===== src/rtl/fifo_burst_writer_if.sv =====
// AXI-style write address/data/response channel bundle for the DMA burst writer.
// The master side issues bursts; the slave side is the memory/interconnect.
interface fifo_burst_writer_if #(
  parameter int DATA_WIDTH = 32
);
  logic                  awvalid;
  logic                  awready;
  logic [31:0]           awaddr;
  logic [7:0]            awlen;
  logic                  wvalid;
  logic                  wready;
  logic [DATA_WIDTH-1:0] wdata;
  logic                  wlast;
  logic                  bvalid;
  logic                  bready;
  logic [1:0]            bresp;

  modport master (
    output awvalid, awaddr, awlen, wvalid, wdata, wlast, bready,
    input  awready, wready, bvalid, bresp
  );

  modport slave (
    input  awvalid, awaddr, awlen, wvalid, wdata, wlast, bready,
    output awready, wready, bvalid, bresp
  );
endinterface


===== src/rtl/fifo_burst_writer.sv =====
// DMA write engine: drains a 1-cycle-latency FIFO read port into incrementing
// AXI-style bursts of up to MAX_BURST beats, one transfer per start pulse.
module fifo_burst_writer #(
  parameter int DATA_WIDTH = 32,
  parameter int MAX_BURST  = 16,
  parameter int LEN_WIDTH  = 16
) (
  input  logic                  clk,
  input  logic                  rst,
  input  logic                  start_i,
  input  logic [31:0]           dst_addr_i,
  input  logic [LEN_WIDTH-1:0]  len_words_i,
  output logic                  busy_o,
  output logic                  done_o,
  output logic                  error_o,
  output logic                  fifo_rd_en_o,
  input  logic [DATA_WIDTH-1:0] fifo_rdata_i,
  input  logic                  fifo_empty_i,
  fifo_burst_writer_if.master   bus
);

  localparam int BW    = 9;
  localparam int BYTES = DATA_WIDTH / 8;

  typedef enum logic [2:0] {
    S_IDLE,
    S_ADDR,
    S_DATA,
    S_RESP,
    S_DONE
  } state_e;

  function automatic logic [BW-1:0] burst_beats(input logic [LEN_WIDTH-1:0] rem);
    if (32'(rem) >= 32'(MAX_BURST)) return BW'(MAX_BURST);
    else                            return BW'(rem);
  endfunction

  state_e                state_q;
  logic [31:0]           addr_q;
  logic [LEN_WIDTH-1:0]  remaining_q;
  logic [BW-1:0]         beats_q;
  logic [BW-1:0]         fetched_q;
  logic [BW-1:0]         sent_q;
  logic [DATA_WIDTH-1:0] data_buf_q [2];
  logic                  wr_ptr_q;
  logic                  rd_ptr_q;
  logic [1:0]            count_q;
  logic                  rd_pend_q;
  logic                  busy_q;
  logic                  done_q;
  logic                  error_q;
  logic                  awvalid_q;
  logic [31:0]           awaddr_q;
  logic [7:0]            awlen_q;
  logic                  bready_q;

  logic                  wvalid;
  logic                  pop;
  logic                  rd_en;
  logic [2:0]            occupancy;
  logic [1:0]            count_d;
  logic [LEN_WIDTH-1:0]  rem_next;
  logic [BW-1:0]         first_beats;
  logic [BW-1:0]         next_beats;

  always_comb begin
    // NOTE: every signal here is assigned on every pass, so no latch can be inferred.
    wvalid      = (state_q == S_DATA) && (count_q != 2'd0);
    pop         = wvalid && bus.wready;
    // Buffer slots already committed: held words plus the read landing next edge.
    occupancy   = 3'(count_q) + 3'(rd_pend_q) - 3'(pop);
    rd_en       = ((state_q == S_ADDR) || (state_q == S_DATA)) && !fifo_empty_i &&
                  (fetched_q < beats_q) && (occupancy < 3'd2);
    count_d     = count_q + 2'(rd_pend_q) - 2'(pop);
    rem_next    = remaining_q - LEN_WIDTH'(beats_q);
    first_beats = burst_beats(len_words_i);
    next_beats  = burst_beats(rem_next);
  end

  always_ff @(posedge clk) begin
    if (!rst) begin
      state_q       <= S_IDLE;
      addr_q        <= '0;
      remaining_q   <= '0;
      beats_q       <= '0;
      fetched_q     <= '0;
      sent_q        <= '0;
      // NOTE: this two-entry buffer drives wdata directly, so it is cleared on reset;
      // deeper storage arrays would normally be left unreset.
      data_buf_q[0] <= '0;
      data_buf_q[1] <= '0;
      wr_ptr_q      <= 1'b0;
      rd_ptr_q      <= 1'b0;
      count_q       <= '0;
      rd_pend_q     <= 1'b0;
      busy_q        <= 1'b0;
      done_q        <= 1'b0;
      error_q       <= 1'b0;
      awvalid_q     <= 1'b0;
      awaddr_q      <= '0;
      awlen_q       <= '0;
      bready_q      <= 1'b0;
    end else begin
      // NOTE: non-blocking assignments only, so all registers see pre-edge values
      // and the later FSM assignments cleanly override the datapath defaults below.
      rd_pend_q <= rd_en;
      count_q   <= count_d;
      if (rd_pend_q) begin
        data_buf_q[wr_ptr_q] <= fifo_rdata_i;
        wr_ptr_q             <= ~wr_ptr_q;
      end
      if (pop) begin
        rd_ptr_q <= ~rd_ptr_q;
        sent_q   <= sent_q + BW'(1);
      end
      if (rd_en) fetched_q <= fetched_q + BW'(1);

      unique case (state_q)
        S_IDLE: begin
          if (start_i) begin
            busy_q      <= 1'b1;
            error_q     <= 1'b0;
            addr_q      <= dst_addr_i;
            remaining_q <= len_words_i;
            if (len_words_i == '0) begin
              state_q <= S_DONE;
              done_q  <= 1'b1;
            end else begin
              state_q   <= S_ADDR;
              beats_q   <= first_beats;
              awlen_q   <= 8'(first_beats - BW'(1));
              awaddr_q  <= dst_addr_i;
              awvalid_q <= 1'b1;
              fetched_q <= '0;
              sent_q    <= '0;
            end
          end
        end
        S_ADDR: begin
          if (bus.awready) begin
            awvalid_q <= 1'b0;
            addr_q    <= addr_q + 32'(beats_q) * 32'(BYTES);
            state_q   <= S_DATA;
          end
        end
        S_DATA: begin
          if (pop && (sent_q == beats_q - BW'(1))) begin
            state_q  <= S_RESP;
            bready_q <= 1'b1;
          end
        end
        S_RESP: begin
          if (bus.bvalid) begin
            bready_q    <= 1'b0;
            remaining_q <= rem_next;
            if (bus.bresp != 2'b00) error_q <= 1'b1;
            if (rem_next == '0) begin
              state_q <= S_DONE;
              done_q  <= 1'b1;
            end else begin
              state_q   <= S_ADDR;
              beats_q   <= next_beats;
              awlen_q   <= 8'(next_beats - BW'(1));
              awaddr_q  <= addr_q;
              awvalid_q <= 1'b1;
              fetched_q <= '0;
              sent_q    <= '0;
            end
          end
        end
        S_DONE: begin
          done_q  <= 1'b0;
          busy_q  <= 1'b0;
          state_q <= S_IDLE;
        end
        default: state_q <= S_IDLE;
      endcase
    end
  end

  assign busy_o       = busy_q;
  assign done_o       = done_q;
  assign error_o      = error_q;
  assign fifo_rd_en_o = rd_en;

  assign bus.awvalid  = awvalid_q;
  assign bus.awaddr   = awaddr_q;
  assign bus.awlen    = awlen_q;
  assign bus.wvalid   = wvalid;
  assign bus.wdata    = data_buf_q[rd_ptr_q];
  assign bus.wlast    = wvalid && (sent_q == beats_q - BW'(1));
  assign bus.bready   = bready_q;

endmodule

===== src/flat_wrapper.sv =====
// flat-port wrapper written by rule: the top's interface ports become plain ports
module fifo_burst_writer_flat 
#(
  parameter int DATA_WIDTH = 32,
  parameter int MAX_BURST  = 16,
  parameter int LEN_WIDTH  = 16
)
  (clk, rst, start_i, dst_addr_i, len_words_i, busy_o, done_o, error_o, fifo_rd_en_o, fifo_rdata_i, fifo_empty_i, bus_awvalid, bus_awaddr, bus_awlen, bus_wvalid, bus_wdata, bus_wlast, bus_bready, bus_awready, bus_wready, bus_bvalid, bus_bresp);
  fifo_burst_writer_if #(.DATA_WIDTH(DATA_WIDTH)) bus_i ();
  input  logic clk;
  input  logic rst;
  input  logic start_i;
  input  logic [31:0] dst_addr_i;
  input  logic [LEN_WIDTH-1:0] len_words_i;
  output logic busy_o;
  output logic done_o;
  output logic error_o;
  output logic fifo_rd_en_o;
  input  logic [DATA_WIDTH-1:0] fifo_rdata_i;
  input  logic fifo_empty_i;
  output wire logic [$bits(bus_i.awvalid)-1:0] bus_awvalid;
  output wire logic [$bits(bus_i.awaddr)-1:0] bus_awaddr;
  output wire logic [$bits(bus_i.awlen)-1:0] bus_awlen;
  output wire logic [$bits(bus_i.wvalid)-1:0] bus_wvalid;
  output wire logic [$bits(bus_i.wdata)-1:0] bus_wdata;
  output wire logic [$bits(bus_i.wlast)-1:0] bus_wlast;
  output wire logic [$bits(bus_i.bready)-1:0] bus_bready;
  input wire logic [$bits(bus_i.awready)-1:0] bus_awready;
  input wire logic [$bits(bus_i.wready)-1:0] bus_wready;
  input wire logic [$bits(bus_i.bvalid)-1:0] bus_bvalid;
  input wire logic [$bits(bus_i.bresp)-1:0] bus_bresp;
  assign bus_awvalid = bus_i.awvalid;
  assign bus_awaddr = bus_i.awaddr;
  assign bus_awlen = bus_i.awlen;
  assign bus_wvalid = bus_i.wvalid;
  assign bus_wdata = bus_i.wdata;
  assign bus_wlast = bus_i.wlast;
  assign bus_bready = bus_i.bready;
  assign bus_i.awready = bus_awready;
  assign bus_i.wready = bus_wready;
  assign bus_i.bvalid = bus_bvalid;
  assign bus_i.bresp = bus_bresp;
  fifo_burst_writer #(.DATA_WIDTH(DATA_WIDTH), .MAX_BURST(MAX_BURST), .LEN_WIDTH(LEN_WIDTH)) u_core (.clk(clk), .rst(rst), .start_i(start_i), .dst_addr_i(dst_addr_i), .len_words_i(len_words_i), .busy_o(busy_o), .done_o(done_o), .error_o(error_o), .fifo_rd_en_o(fifo_rd_en_o), .fifo_rdata_i(fifo_rdata_i), .fifo_empty_i(fifo_empty_i), .bus(bus_i));
endmodule

===== config.mk =====
export PLATFORM = sky130hd
export DESIGN_NAME = fifo_burst_writer_flat
export DESIGN_NICKNAME = d
export VERILOG_FILES = /design/src/rtl/fifo_burst_writer_if.sv /design/src/rtl/fifo_burst_writer.sv /design/src/flat_wrapper.sv
export SDC_FILE = /design/constraint.sdc
export NUM_CORES = 1
export LEC_CHECK = 0
export ABC_AREA = 1
export BUFFER_PORTS_ARGS = -buffer_cell sky130_fd_sc_hd__buf_2
export CORE_ASPECT_RATIO = 0.5
export CORE_MARGIN = 10
export CORE_UTILIZATION = 42
export CTS_BUF_LIST = sky130_fd_sc_hd__clkbuf_8
export CTS_CLUSTER_SIZE = 30
export DETAILED_ROUTE_END_ITERATION = 10
export GPL_TIMING_DRIVEN = 0
export PLACE_DENSITY = 0.61
export SYNTH_ARGS = -nofsm -noshare
export SYNTH_HDL_FRONTEND = slang
export SYNTH_SLANG_ARGS = --single-unit

===== constraint.sdc =====
create_clock -name clk -period 8.3 [get_ports clk]
set_input_delay 0.83 -clock clk [delete_from_list [all_inputs] [get_ports clk]]
set_output_delay 0.83 -clock clk [all_outputs]
set_load 0.05 [all_outputs]

==> flow_metrics.py <==
metrics = {
    "sta": {
        "worstMarginPinSlew_ns": 0.9206,
        "period_minus_slack_ns": 4.276,
        "post-route-period-util": 0.5152,
        "clock_skew_ns": 0.01637,
        "setup_ws_ns": 4.024,
        "relSlewSlack": 0.3863,
        "max_freq_mhz": 233.8,
        "rsz0062_at_grt": "false",
        "setup_viol": 0,
        "fin_tns_setup_ns": 0,
        "finalHoldViolations": 0,
        "report.final.slew_viol_count": 0,
    },
    "setup_path": {
        "cp-endpoint": "fifo_rd_en_o",
        "crit_slowest_cell": "fa_1",
        "cp.arrival_ns": 3.45,
        "critical_path.endpoint_type": "output port",
        "reg2reg_from": "u_core.beats_q[2]",
        "path_common_cell": "inv_1",
        "reg2reg_depth": 20,
        "criticalPathCategory": "reg2out",
        "crit_path_start": "u_core.state_q[2]",
        "crit_buf_inv": 8,
        "slowest_delay_ns": 0.50,
        "crit_chain": "buf_2, nor3_2, inv_2, a21oi_2, nand2_2, inv_2, ha_1, inv_1, ha_1, inv_1, fa_1, inv_1, nor2_1, nand2_1, inv_1, buf_2",
        "required_ns": 7.47,
        "path_max_fanout": 7,
        "crit_family": "buffers and inverters",
        "startpoint_type": "register",
        "ff2ff_setup_slack_ns": 4.78,
        "path_depth": 16,
        "rr_endpoint": "u_core.bus.awlen[2]",
    },
    "clocking": {
        "cts_root_buf": "clkbuf_8",
        "clk_pin_slew_ns": 0.11,
        "clockBufferDepth": 2,
        "clk_latency_ns": 0.51,
        "ctsHtreeMaxLevel": 4,
        "cts_resized": 0,
        "cts_tree": "done",
        "cts_setup_buffers": 0,
        "cts.sinks": 193,
        "hold_buffers": 0,
        "cts_buffers": 17,
    },
    "logic_synthesis": {
        "synthCells": 1386,
        "synth_edf_count": 64,
        "yosys_warnings": 0,
        "ys_ff_latch": 193,
        "async_reset_ff_frac": 0,
        "avgSynthCellArea_um2": 7.667,
        "netlist_area_um2": 10630,
        "syn_nets": 1510,
        "synth_flop_cell": "dfxtp_1",
        "ys_seq_area_frac": 0.4239,
        "synth_cell_types": 48,
    },
    "power": {
        "ir_drop_mv": 0.1626,
        "cellLeakagePower_nw": 5.717,
        "cellPowerDensity_nw_per_um2": 364.9,
    },
    "final_layout": {
        "layout_commonest_cell": "nand2_1",
        "fillCellCount": 2535,
        "drive_gt1_frac": 0.1804,
        "final_nets": 1696,
        "areaGrowthSynthToFinish_pct": 15.73,
        "layout_common_cells": "nand2_1 (245), nor2_1 (212), buf_2 (181)",
        "finalCoreUtilization": 0.4913,
    },
    "placement": {
        "hpwl_um": 25280,
        "portBuffers": 167,
        "dpl_worst_slack_ns": 4.515,
        "gp_congestion": 0.9136,
    },
    "global_routing": {
        "grt_max_degree": 33,
        "grt.overflow.total": 0,
        "grt_pass1_wl_um": 51520,
        "first_global_vias": 9746,
        "track_usage": 0.1976,
        "antenna_found_initial": 1,
    },
    "route": {
        "first_pass_iters": 7,
        "drtIter0Drc": 799,
        "wl_per_cell_um": 17.06,
        "ant_nets": 0,
        "drc_errors": 0,
        "vias_per_cell": 5.210,
        "vias": 10060,
        "drt_wl_total_um": 32920,
    },
    "min_path": {
        "hold_start": "u_core.bus.awlen[5]",
        "worstHoldPathType": "reg2reg",
    },
    "floorplanning": {
        "start_util": 0.4245,
        "row_count": 41,
        "core_area_um2": 25030,
        "die_y_um": 132.5,
        "io_pins": 169,
        "die_area_um2": 32450,
        "fp.dieW_um": 245.0,
    },
    "status": {
        "outcome": "finished clean",
    },
    "job": {
        "drv_cap": 0,
    },
}
-- per-stage QoR --
stage / cell area, µm² / hold WS [ns] / total power, mW / std cells
2_1_floorplan: 10630 / 0.4316 / 3.183 / 1386
3_3_place_gp: 11890 / 0.4238 / 3.804 / 1897
3_5_place_dp: 11900 / 0.4267 / 3.834 / 1897
4_1_cts: 12300 / 0.4450 / 4.493 / 1929
5_1_grt: 12300 / 0.4610 / 4.811 / 1929
6_report: 12300 / 0.4417 / 4.488 / 1930
-- kinds of logic after synthesis --
kind of cell / after synthesis / share of synthesized area
AOI/OAI and AO/OA: 252 / 0.1373
xor gates and xnor gates: 36 / 0.02967
adders and majority gates: 35 / 0.04333
buffers and inverters: 228 / 0.08430
DFF: 193 / 0.4239
muxes: 32 / 0.03391
and+or+nand+nor: 610 / 0.2476
-- power breakdown --
group / total (mW) / internal, mW / switching (mW)
Combinational: 2.45 / 0.715 / 1.73
Sequential: 1.39 / 1.21 / 0.180
Clock: 0.649 / 0.253 / 0.396
Total: 4.49 / 2.18 / 2.31
-- tightest hold or removal path: cells and delay by family (launching register included) --
kind / cells / cell delay, ns
and+or+nand+nor: 2 / 0.09
DFF: 1 / 0.32
-- worst min path at each step --
stage,to,cells after the start
after floorplan,u_core.addr_q[0],2
after global placement,u_core.bus.awlen[5],2
after detailed placement,u_core.bus.awlen[5],2
after CTS,u_core.bus.awlen[5],2
after global routing,u_core.bus.awlen[5],2
final,u_core.bus.awlen[5],2
-- layout make-up --
type / count / area (µm²) / area share
clock buffers: 17 / 234.0 / 0.01903
well taps: 344 / 430.4 / 0.03500
clock inverters: 15 / 163.9 / 0.01333
diodes: 1 / 2.502 / 0.0002035
repair buffers: 167 / 835.8 / 0.06796
plain buffers: 61 / 269.0 / 0.02187
multi-input cells: 965 / 5231 / 0.4254
inverters: 167 / 626.9 / 0.05097
flip-flops and latches: 193 / 4504 / 0.3663
-- cell usage after synthesis, types with 6 or more instances --
| cell | n | share of area |
|---|---|---|
| nand2_1 | 247 | 0.087 |
| nor2_1 | 212 | 0.075 |
| inv_1 | 159 | 0.056 |
| dfxtp_1 | 129 | 0.24 |
| o21ai_0 | 109 | 0.051 |
| a21oi_1 | 73 | 0.034 |
| nand3_1 | 71 | 0.033 |
| edfxtp_1 | 64 | 0.18 |
| clkbuf_1 | 39 | 0.014 |
| ha_1 | 32 | 0.038 |
| mux2_2 | 32 | 0.034 |
| nand4_1 | 22 | 0.013 |
| xor2_1 | 22 | 0.018 |
| nor3_1 | 18 | 0.0085 |
| a31oi_1 | 14 | 0.0082 |
| buf_2 | 14 | 0.0066 |
| o211a_1 | 14 | 0.013 |
| xnor2_1 | 14 | 0.012 |
| o211ai_1 | 13 | 0.0092 |
| a221oi_1 | 7 | 0.0058 |
| inv_2 | 7 | 0.0025 |
| nand2_2 | 7 | 0.0041 |
| o21bai_1 | 7 | 0.0049 |
| or2_2 | 6 | 0.0035 |
-- state kept, by name (all words and copies together), names as in the netlist, named ones only --
| register | count |
|---|---|
| u_core.addr_q | 32 |
| u_core.done_o | 1 |
| u_core.wr_ptr_q | 1 |
| u_core.remaining_q | 16 |
| u_core.state_q | 3 |
| u_core.error_o | 1 |
| u_core.rd_pend_q | 1 |
| u_core.bus.bready | 1 |
| u_core.fetched_q | 9 |
| u_core.data_buf_q | 64 |
| u_core.sent_q | 9 |
| u_core.bus.awaddr | 32 |
| u_core.rd_ptr_q | 1 |
| u_core.bus.awvalid | 1 |
| u_core.count_q | 2 |
| u_core.beats_q | 9 |
| u_core.bus.awlen | 8 |
| u_core.busy_o | 1 |
-- routing by layer --
layer  track usage  vias up  wire length [µm]
met2        0.3311      292             15420
li1              -     4971                 -
met3       0.05102       34              2181
met5             0        -                 0
met1        0.2491     4759             14880
met4       0.04906        0               437
Note: power is estimated with default switching activity, not from simulation.
